**src/rtl/nfca_pkg.sv**
```systemverilog
// Shared ISO14443A types: symbol codes, serializer/deserializer states, odd parity.
package nfca_pkg;

  typedef enum logic [1:0] {SYM_S, SYM_0, SYM_1, SYM_E} sym_t;

  typedef enum logic [2:0] {
    ST_IDLE, ST_SOF, ST_DATA, ST_PAR, ST_NEXT, ST_EOF, ST_DONE
  } state_t;

  localparam int MAX_FRAME_BYTES_DEF = 64;

  function automatic logic odd_par(input logic [7:0] b);
    return ~^b;
  endfunction

  // A bit count of 0 or above 8 means a whole byte.
  function automatic logic [3:0] eff_bits(input logic [3:0] datab);
    return ((datab == 4'd0) || (datab > 4'd8)) ? 4'd8 : datab;
  endfunction

endpackage

```
**src/rtl/nfca_tx_tobits_if.sv**
```systemverilog
// Byte-stream input and symbol-stream output of the TX serializer.
interface nfca_tx_tobits_if;
  import nfca_pkg::*;

  logic       tx_tvalid;
  logic       tx_tready;
  logic [7:0] tx_tdata;
  logic [3:0] tx_tdatab;
  logic       tx_tlast;
  logic       tx_sym_valid;
  logic       tx_sym_ready;
  sym_t       tx_sym;

  modport slave (
    input  tx_tvalid, tx_tdata, tx_tdatab, tx_tlast, tx_sym_ready,
    output tx_tready, tx_sym_valid, tx_sym
  );

  modport master (
    output tx_tvalid, tx_tdata, tx_tdatab, tx_tlast, tx_sym_ready,
    input  tx_tready, tx_sym_valid, tx_sym
  );
endinterface

```
**src/rtl/nfca_tx_tobits.sv**
```systemverilog
// PCD frame serializer: bytes in, S / LSB-first data / odd parity / E symbols out.
// One-entry hold buffer in front of the shifter; registered symbol output, one symbol per >=2 cycles.
module nfca_tx_tobits
  import nfca_pkg::*;
#(
  parameter int MAX_FRAME_BYTES = MAX_FRAME_BYTES_DEF
) (
  input  logic              clk,
  input  logic              rstn,
  input  logic              tx_abort_i,
  nfca_tx_tobits_if.slave   tx_if,
  output logic              tx_busy_o,
  output logic              tx_done_o,
  output logic              tx_err_o,
  output logic [2:0]        tx_remainb_o
);

  localparam int CW = $clog2(MAX_FRAME_BYTES + 2);

  state_t          state_q, state_d;
  logic [7:0]      hold_q, hold_d;
  logic [3:0]      hold_bits_q, hold_bits_d;
  logic            hold_last_q, hold_last_d;
  logic            hold_v_q, hold_v_d;
  logic            last_taken_q, last_taken_d;
  logic [7:0]      shift_q, shift_d;
  logic [7:0]      byte_q, byte_d;
  logic [3:0]      nbits_q, nbits_d;
  logic [3:0]      cnt_q, cnt_d;
  logic            cur_last_q, cur_last_d;
  logic            err_q, err_d;
  logic [CW-1:0]   byte_cnt_q, byte_cnt_d;
  logic            sym_vld_q, sym_vld_d;
  sym_t            sym_q, sym_d;
  logic            done_q, done_d;
  logic            err_out_q, err_out_d;
  logic [2:0]      remainb_q, remainb_d;

  logic            beat_acc;
  logic            sym_hs;
  logic [3:0]      beat_bits;
  logic [3:0]      rem_full;

  assign tx_if.tx_tready = ~hold_v_q & ~last_taken_q &
                           (state_q inside {ST_IDLE, ST_SOF, ST_DATA, ST_PAR});
  assign beat_acc  = tx_if.tx_tvalid & tx_if.tx_tready;
  assign sym_hs    = sym_vld_q & tx_if.tx_sym_ready;
  assign beat_bits = tx_if.tx_tlast ? eff_bits(tx_if.tx_tdatab) : 4'd8;
  assign rem_full  = 4'd8 - beat_bits;

  assign tx_if.tx_sym_valid = sym_vld_q;
  assign tx_if.tx_sym       = sym_q;
  assign tx_busy_o          = (state_q != ST_IDLE);
  assign tx_done_o          = done_q;
  assign tx_err_o           = err_out_q;
  assign tx_remainb_o       = remainb_q;

  always_comb begin
    state_d      = state_q;
    hold_d       = hold_q;
    hold_bits_d  = hold_bits_q;
    hold_last_d  = hold_last_q;
    hold_v_d     = hold_v_q;
    last_taken_d = last_taken_q;
    shift_d      = shift_q;
    byte_d       = byte_q;
    nbits_d      = nbits_q;
    cnt_d        = cnt_q;
    cur_last_d   = cur_last_q;
    err_d        = err_q;
    byte_cnt_d   = byte_cnt_q;
    sym_vld_d    = sym_vld_q;
    sym_d        = sym_q;
    done_d       = 1'b0;
    err_out_d    = 1'b0;
    remainb_d    = remainb_q;

    // Beats are only accepted while the hold buffer is empty, so this never
    // collides with the hold-to-shifter moves in SOF and NEXT below.
    if (beat_acc) begin
      if (state_q != ST_IDLE && byte_cnt_q == CW'(MAX_FRAME_BYTES)) begin
        err_d        = 1'b1;
        last_taken_d = 1'b1;
      end else begin
        hold_d       = tx_if.tx_tdata;
        hold_bits_d  = beat_bits;
        hold_last_d  = tx_if.tx_tlast;
        hold_v_d     = 1'b1;
        byte_cnt_d   = (state_q == ST_IDLE) ? CW'(1) : byte_cnt_q + CW'(1);
        if (tx_if.tx_tlast) begin
          last_taken_d = 1'b1;
          remainb_d    = rem_full[2:0];
        end
        if (state_q == ST_IDLE) begin
          err_d   = 1'b0;
          state_d = ST_SOF;
        end
      end
    end

    case (state_q)
      ST_SOF: begin
        if (!sym_vld_q) begin
          sym_vld_d = 1'b1;
          sym_d     = SYM_S;
        end else if (sym_hs) begin
          sym_vld_d  = 1'b0;
          shift_d    = hold_q;
          byte_d     = hold_q;
          nbits_d    = hold_bits_q;
          cur_last_d = hold_last_q;
          hold_v_d   = 1'b0;
          cnt_d      = 4'd0;
          state_d    = ST_DATA;
        end
      end
      ST_DATA: begin
        if (!sym_vld_q) begin
          sym_vld_d = 1'b1;
          sym_d     = shift_q[0] ? SYM_1 : SYM_0;
        end else if (sym_hs) begin
          sym_vld_d = 1'b0;
          shift_d   = {1'b0, shift_q[7:1]};
          cnt_d     = cnt_q + 4'd1;
          if (cnt_q + 4'd1 == nbits_q)
            state_d = (nbits_q == 4'd8) ? ST_PAR : ST_NEXT;
        end
      end
      ST_PAR: begin
        if (!sym_vld_q) begin
          sym_vld_d = 1'b1;
          sym_d     = odd_par(byte_q) ? SYM_1 : SYM_0;
        end else if (sym_hs) begin
          sym_vld_d = 1'b0;
          state_d   = ST_NEXT;
        end
      end
      ST_NEXT: begin
        if (cur_last_q) begin
          state_d = ST_EOF;
        end else if (hold_v_q) begin
          shift_d    = hold_q;
          byte_d     = hold_q;
          nbits_d    = hold_bits_q;
          cur_last_d = hold_last_q;
          hold_v_d   = 1'b0;
          cnt_d      = 4'd0;
          state_d    = ST_DATA;
        end else begin
          err_d   = 1'b1;
          state_d = ST_EOF;
        end
      end
      ST_EOF: begin
        if (!sym_vld_q) begin
          sym_vld_d = 1'b1;
          sym_d     = SYM_E;
        end else if (sym_hs) begin
          sym_vld_d = 1'b0;
          state_d   = ST_DONE;
        end
      end
      ST_DONE: begin
        done_d       = 1'b1;
        err_out_d    = err_q;
        err_d        = 1'b0;
        last_taken_d = 1'b0;
        byte_cnt_d   = '0;
        state_d      = ST_IDLE;
      end
      default: ;
    endcase

    if (tx_abort_i) begin
      state_d      = ST_IDLE;
      hold_v_d     = 1'b0;
      last_taken_d = 1'b0;
      sym_vld_d    = 1'b0;
      err_d        = 1'b0;
      byte_cnt_d   = '0;
      done_d       = (state_q != ST_IDLE);
      err_out_d    = (state_q != ST_IDLE);
    end
  end

  always_ff @(posedge clk or negedge rstn) begin
    if (!rstn) begin
      state_q      <= ST_IDLE;
      hold_q       <= '0;
      hold_bits_q  <= '0;
      hold_last_q  <= 1'b0;
      hold_v_q     <= 1'b0;
      last_taken_q <= 1'b0;
      shift_q      <= '0;
      byte_q       <= '0;
      nbits_q      <= '0;
      cnt_q        <= '0;
      cur_last_q   <= 1'b0;
      err_q        <= 1'b0;
      byte_cnt_q   <= '0;
      sym_vld_q    <= 1'b0;
      sym_q        <= SYM_E;
      done_q       <= 1'b0;
      err_out_q    <= 1'b0;
      remainb_q    <= '0;
    end else begin
      state_q      <= state_d;
      hold_q       <= hold_d;
      hold_bits_q  <= hold_bits_d;
      hold_last_q  <= hold_last_d;
      hold_v_q     <= hold_v_d;
      last_taken_q <= last_taken_d;
      shift_q      <= shift_d;
      byte_q       <= byte_d;
      nbits_q      <= nbits_d;
      cnt_q        <= cnt_d;
      cur_last_q   <= cur_last_d;
      err_q        <= err_d;
      byte_cnt_q   <= byte_cnt_d;
      sym_vld_q    <= sym_vld_d;
      sym_q        <= sym_d;
      done_q       <= done_d;
      err_out_q    <= err_out_d;
      remainb_q    <= remainb_d;
    end
  end

endmodule

```
**src/flat_wrapper.sv**
```systemverilog
// flat-port wrapper written by rule: the top's interface ports become plain ports
module nfca_tx_tobits_flat import nfca_pkg::*;
#(
  parameter int MAX_FRAME_BYTES = MAX_FRAME_BYTES_DEF
)
  (clk, rstn, tx_abort_i, tx_busy_o, tx_done_o, tx_err_o, tx_remainb_o, tx_if_tx_tvalid, tx_if_tx_tdata, tx_if_tx_tdatab, tx_if_tx_tlast, tx_if_tx_sym_ready, tx_if_tx_tready, tx_if_tx_sym_valid, tx_if_tx_sym);
  nfca_tx_tobits_if tx_if_i ();
  input  logic clk;
  input  logic rstn;
  input  logic tx_abort_i;
  output logic tx_busy_o;
  output logic tx_done_o;
  output logic tx_err_o;
  output logic [2:0] tx_remainb_o;
  input wire logic [$bits(tx_if_i.tx_tvalid)-1:0] tx_if_tx_tvalid;
  input wire logic [$bits(tx_if_i.tx_tdata)-1:0] tx_if_tx_tdata;
  input wire logic [$bits(tx_if_i.tx_tdatab)-1:0] tx_if_tx_tdatab;
  input wire logic [$bits(tx_if_i.tx_tlast)-1:0] tx_if_tx_tlast;
  input wire logic [$bits(tx_if_i.tx_sym_ready)-1:0] tx_if_tx_sym_ready;
  output wire logic [$bits(tx_if_i.tx_tready)-1:0] tx_if_tx_tready;
  output wire logic [$bits(tx_if_i.tx_sym_valid)-1:0] tx_if_tx_sym_valid;
  output wire logic [$bits(tx_if_i.tx_sym)-1:0] tx_if_tx_sym;
  assign tx_if_i.tx_tvalid = tx_if_tx_tvalid;
  assign tx_if_i.tx_tdata = tx_if_tx_tdata;
  assign tx_if_i.tx_tdatab = tx_if_tx_tdatab;
  assign tx_if_i.tx_tlast = tx_if_tx_tlast;
  assign tx_if_i.tx_sym_ready = tx_if_tx_sym_ready;
  assign tx_if_tx_tready = tx_if_i.tx_tready;
  assign tx_if_tx_sym_valid = tx_if_i.tx_sym_valid;
  assign tx_if_tx_sym = tx_if_i.tx_sym;
  nfca_tx_tobits #(.MAX_FRAME_BYTES(MAX_FRAME_BYTES)) u_core (.clk(clk), .rstn(rstn), .tx_abort_i(tx_abort_i), .tx_if(tx_if_i), .tx_busy_o(tx_busy_o), .tx_done_o(tx_done_o), .tx_err_o(tx_err_o), .tx_remainb_o(tx_remainb_o));
endmodule
```
**config.mk**
```make
export PLATFORM = sky130hd
export DESIGN_NAME = nfca_tx_tobits_flat
export DESIGN_NICKNAME = d
export VERILOG_FILES = /design/src/rtl/nfca_pkg.sv /design/src/rtl/nfca_tx_tobits_if.sv /design/src/rtl/nfca_tx_tobits.sv /design/src/flat_wrapper.sv
export SDC_FILE = /design/constraint.sdc
export NUM_CORES = 1
export LEC_CHECK = 0
export CAP_MARGIN = 20
export CORE_MARGIN = 2
export CORE_UTILIZATION = 45
export DETAILED_ROUTE_END_ITERATION = 6
export GPL_TIMING_DRIVEN = 1
export PLACE_DENSITY = 0.69
export RECOVER_POWER = 50
export SLEW_MARGIN = 20
export SYNTH_ARGS = -nofsm -noshare
export SYNTH_HDL_FRONTEND = slang
export SYNTH_SLANG_ARGS = --single-unit
export TNS_END_PERCENT = 5
```
**constraint.sdc**
```tcl
create_clock -name clk -period 4.85 [get_ports clk]
set_input_delay 1.455 -clock clk [delete_from_list [all_inputs] [get_ports clk]]
set_output_delay 1.455 -clock clk [all_outputs]
set_load 0.02 [all_outputs]
```
Word-level counts from Yosys, hierarchy flattened
Index checks and enable logic that the tools add are counted.

word-level totals
  bits in registers = 59
  bits of input ports = 18
  output and inout port bits = 10
  word-level logic and storage cells = 155

operators by class
  add/sub/neg operators = 3
  order comparisons = 1
  eq/ne operators = 20
  mux-type cells = 84
  bitwise gates (word level) = 7
  reductions and logical operators = 22

operator list
  kind                                                                      count
  3-bit two-way mux                                                         16
  4-bit two-way mux                                                         12
  8-bit two-way mux                                                         6
  7-bit two-way mux                                                         5
  1-bit two-way mux                                                         30
  8-bit one-hot mux with 3 select lines                                     1
  3-bit one-hot mux with 6 select lines                                     1
  8-bit one-hot mux with 2 select lines                                     1
  2-bit two-way mux                                                         6
  4-bit one-hot mux with 3 select lines                                     1
  4-bit nonzero test                                                        3
  2-bit by 1-bit inequality test with 1-bit output (second input constant)  5
  2-bit inequality test (second input constant)                             5
  5-bit AND reduction                                                       2
  3-bit equality test (second input constant)                               3
  3-bit nonzero test                                                        3
  2-bit one-hot mux with 4 select lines                                     1
  4-bit one-hot mux with 2 select lines                                     1
  8-bit XNOR reduction                                                      1
  7-bit by 1-bit adder with 7-bit output (second input constant)            1
  7-bit equality test (second input constant)                               1
  7-bit AND reduction                                                       1
  3-bit by 2-bit equality test with 1-bit output (second input constant)    2
  1-bit one-hot mux with 2 select lines                                     3
  other kinds (17)                                                          26

Longest topological paths before layout
  word-level depth = 10
  mapped depth = 8
  depth with buffers taken out = 7

Worst setup path before layout
Ideal clock, no wire load.

  kind = input -> register
  from = in tx_if_tx_sym_ready
  to = reg u_core.byte_q[3]
  library setup time = 127 ps
  arrival = 2566 ps
  required time = 4723 ps
  setup slack = 2156 ps
  cell stages on the path = 6
  path buffers = 1
  path through = nand2_1 or3_1 o21a_1 nor2_2 buf_6 mux2_1

between the ends
  longest elaborated chain between the ends = 3

RTL lines
  item                                                               line                   text
  start: declaration                                                 flat_wrapper.sv:19     input wire logic [$bits(tx_if_i.tx_sym_ready)-1:0] tx_if_tx_sym_ready;
  1-bit bitwise AND                                                  nfca_tx_tobits.sv:47   assign sym_hs = sym_vld_q & tx_if.tx_sym_ready;
  2-bit by 1-bit inequality test with 1-bit output (no source line)  n/a
  5-bit AND reduction (no source line)                               n/a
  end signal: assignment                                             nfca_tx_tobits.sv:214  byte_q <= byte_d;
  end: declaration                                                   nfca_tx_tobits.sv:27   logic [7:0] byte_q, byte_d;

Every way passes these cells.
A chain may end at the register's enable or synchronous reset.

Worst setup path after layout
  from = reg u_core.state_q[0]
  to = out tx_busy_o

between the ends
  longest elaborated chain between the ends = 1

RTL lines
  item                      line                   text
  start: declaration        nfca_tx_tobits.sv:20   state_t state_q, state_d;
  start signal: assignment  nfca_tx_tobits.sv:207  state_q <= state_d;
  3-bit nonzero test        nfca_tx_tobits.sv:53   assign tx_busy_o = (state_q != ST_IDLE);
  end: declaration          flat_wrapper.sv:11     output logic tx_busy_o;

Every way passes these cells.

==> key figures <==
Floorplan
  – Io pins: 28
  – Core area: ~6400 um2
  – Row cnt: 29
  – Die Ht: 85.3 um
  – Starting Density: 0.466
  – Die width: approximately 85 um
  – Die area: a little over 7000 um2

CTS
  – Quantity of gates resized following cts: 0
  – CTS Hold Buffers Added: 0
  – CTS clock-pin slew for the worst setup and hold paths: 0.06 ns
  – Num CTS Buffers: 9
  – H-tree depth: 3
  – Setup Fix Bufs, Post-CTS: 0
  – CTS tree: built
  – Clock Latency Late Sink: 0.34 ns
  – Bufs on Longest Clock Path: 2
  – Root Driver: clkbuf_8
  – CTS Sinks: 59

Pwr
  – Switching share of power: 0.372
  – Peak VDD IR: 0.000291 V
  – Pwr per Cell Area: 554 nW/um2
  – Power, Total: about 1900 uW
  – Switching power: ~710 uW
  – P_leak: 0.00147 uW
  – Internal: 1200 uW
  – Register share of total power: 0.430
  – Combinational share of power: 0.372
  – Clock Power Share: 0.198

Cells and area
  – Final nets: 350
  – N_diodes: 0
  – Area grow syn2layout: 15.9%
  – Share of cells above drive strength 1: 0.0871

Yosys
  – Yosys cell types: 55
  – Top cell type's share of synthesized area: 0.480
  – Register bit total from synthesis: 59
  – Synth warn: 0
  – Mapped Area: between 2000 and 3000 um2
  – Most instantiated cells after synthesis: nand2_1 (59), dfrtp_1 (57), o21ai_0 (19)
  – Most frequent cell after synthesis: nand2_1
  – Cells after synthesis: 300
  – Yosys top cell by area: dfrtp_1
  – Avg Inst Size Synth: between 9 and 10 um2
  – Sequential share of the synthesized area: 0.497
  – Ys flop type: dfrtp_1
  – Largest cells by area after synthesis: dfrtp_1 (48%), nand2_1 (7.4%), mux2_1 (4.9%)
  – Post-synth EDFFs: 0
  – Post-synth ARST share: 1.00
  – Syn Nets: 322

STA
  – Post-route setup slack: 1.28 ns
  – RSZ-0062 raised after global routing: false
  – WHS: 0.479 ns
  – Final TNS setup: 0 ns
  – Max-slew headroom: -0.410
  – Slew Viols, Final: 41
  – Min Tclk post-route: 3.57 ns
  – Setup violators final: 0
  – Worst Skew: 0.00653 ns
  – FMAX: between 0.2 and 0.3 GHz
  – Fin crit share: 0.736
  – Worst Tran Pin Value: approximately 2.1 ns
  – Final Hold Vio Count: 0

Global route
  – Met2 Use GR: 0.286
  – Vias in the first global route: ~2200
  – Met1 usage: 0.232
  – Initial antenna violation count: 0
  – GRT Total Usage: 0.181
  – Gr ovfl total: 0
  – First-pass GRT wire length: 10300 um
  – GR peak layer: met2
  – Largest net degree at the start of global routing: 41
  – Met3 usage: 0.0525

Detailed routing
  – 1st-iter DRT viols: 130
  – Vias: 2208
  – Drt pass-1 iters: 4
  – Avg WL per Cell: 14.1 um
  – Vias per Instance: 5.39
  – Routed Antenna Nets: 0
  – DR DRC count: 0
  – DRT Wirelength: 5790 um

Run status
  – Failing checks: capacitance limit, slew limit
  – Status: finished, violations left

Flow run
  – Total of max-cap violations: 1

Setup path
  – Cell family with most CP delay: buffers and inverters
  – CP Buf/Inv Count: 2
  – CP max FO: 15
  – R2R depth: 6
  – Max stage delay on crit path: 0.57 ns
  – CP max stage cell: clkdlybuf4s50_1
  – CP required: 3.39 ns
  – Stages on the worst setup path: 3
  – Worst setup path category: register to output pin
  – CP startpoint kind: register
  – Critical path, cell by cell: nor3_2 > inv_1 > clkdlybuf4s50_1
  – CP Capture Type: output pin
  – Critical Path AT: 2.12 ns

Hold path
  – Cells on Worst Hold Path: 2
  – Hold WC Path Type: register to register

Place
  – GP Congestion: 0.815
  – Setup WS pre-CTS: 1.31 ns
  – DPL Wire Length: 4010 um
  – Port Buffers: 27
## per-stage QoR
step	std cells	utilization	cell area, um2
6_report	410	0.540	3450
5_1_grt	410	0.540	3450
4_1_cts	410	0.540	3450
3_5_place_dp	394	0.514	3290
3_3_place_gp	394	0.514	3290
2_1_floorplan	300	-	2970
## per-layer routing
layer / part of all wire / wire length, um
met1: 0.47 / 2720
met5: 0 / 0
met4: 0.017 / 97
met2: 0.47 / 2740
met3: 0.040 / 230
## worst reg2reg max path: cells and delay by family, from the launching register on
family / cells / cell delay, ns
simple gates: 4 / 1.01
flops: 1 / 0.56
buf+inv: 1 / 0.52
mux: 1 / 0.38
## final cells by class
class | instances | area, um2
clock buffer | 13 | 149
clock inverter | 3 | 15.0
fill | 589 | 2940
inverter | 7 | 26.3
multi-input combinational | 220 | 1400
sequential | 59 | 1480
tap | 77 | 96.3
timing repair buffer | 31 | 287
## cell usage in the layout (no fill, tap or decap), types with 3 or more instances in the layout
| cell | n |
|---|---|
| a21oi_1 | 11 |
| clkbuf_1 | 6 |
| clkbuf_8 | 10 |
| clkdlybuf4s50_1 | 25 |
| clkinv_2 | 3 |
| dfrtp_1 | 57 |
| ha_1 | 4 |
| inv_1 | 6 |
| mux2_1 | 13 |
| mux2i_1 | 7 |
| nand2_1 | 59 |
| nand2b_1 | 3 |
| nand3_1 | 6 |
| nor2_1 | 18 |
| nor3_1 | 5 |
| o21a_1 | 4 |
| o21ai_0 | 19 |
| o21ai_1 | 7 |
| or3_1 | 3 |
| xnor2_1 | 15 |
| xor2_1 | 3 |
## power by group through the flow
stage               Combinational [uW]  Clock [uW]  Sequential, uW
finish                             710         378             822
global route                       799         415             851
CTS                                721         390             821
detailed placement                 717           0             830
global placement                   699           0             823
floorplan                          517           0             810
## flip-flops by register name, summed over array words and instances (netlist names), 2 cells and up
register             flops
u_core.byte_q            8
u_core.hold_q            8
u_core.shift_q           8
u_core.byte_cnt_q        7
u_core.cnt_q             4
u_core.hold_bits_q       4
u_core.nbits_q           4
u_core.state_q           3
u_core.tx_remainb_o      3
u_core.tx_if.tx_sym      2
## cells by family (layout without fill, tap and decap cells)
logic type,Yosys count,in the layout,synth area share
mux,21,21,0.0766
flops,59,59,0.497
compound gates,65,65,0.142
simple gates,112,112,0.177
fa+ha+maj,4,4,0.0168
xor+xnor,18,18,0.0530
buf+inv,21,54,0.0374
## worst paths after layout
| check | start | to | slack [ns] |
|---|---|---|---|
| max | u_core.state_q[0]$_DFF_PN0_ | tx_busy_o | 1.28 |
| min in group asynchronous | rstn | u_core.hold_q[2]$_DFFE_PN0P_ | 1.73 |
| min reg2reg | u_core.shift_q[5]$_DFFE_PN0P_ | u_core.shift_q[5]$_DFFE_PN0P_ | 0.48 |
| max reg2reg | u_core.state_q[0]$_DFF_PN0_ | u_core.tx_remainb_o[2]$_DFFE_PN0P_ | 2.27 |
| max in group asynchronous | rstn | u_core.hold_bits_q[2]$_DFFE_PN0P_ | 1.31 |
| min | u_core.shift_q[5]$_DFFE_PN0P_ | u_core.shift_q[5]$_DFFE_PN0P_ | 0.48 |
(Power assumes the default switching activity.)
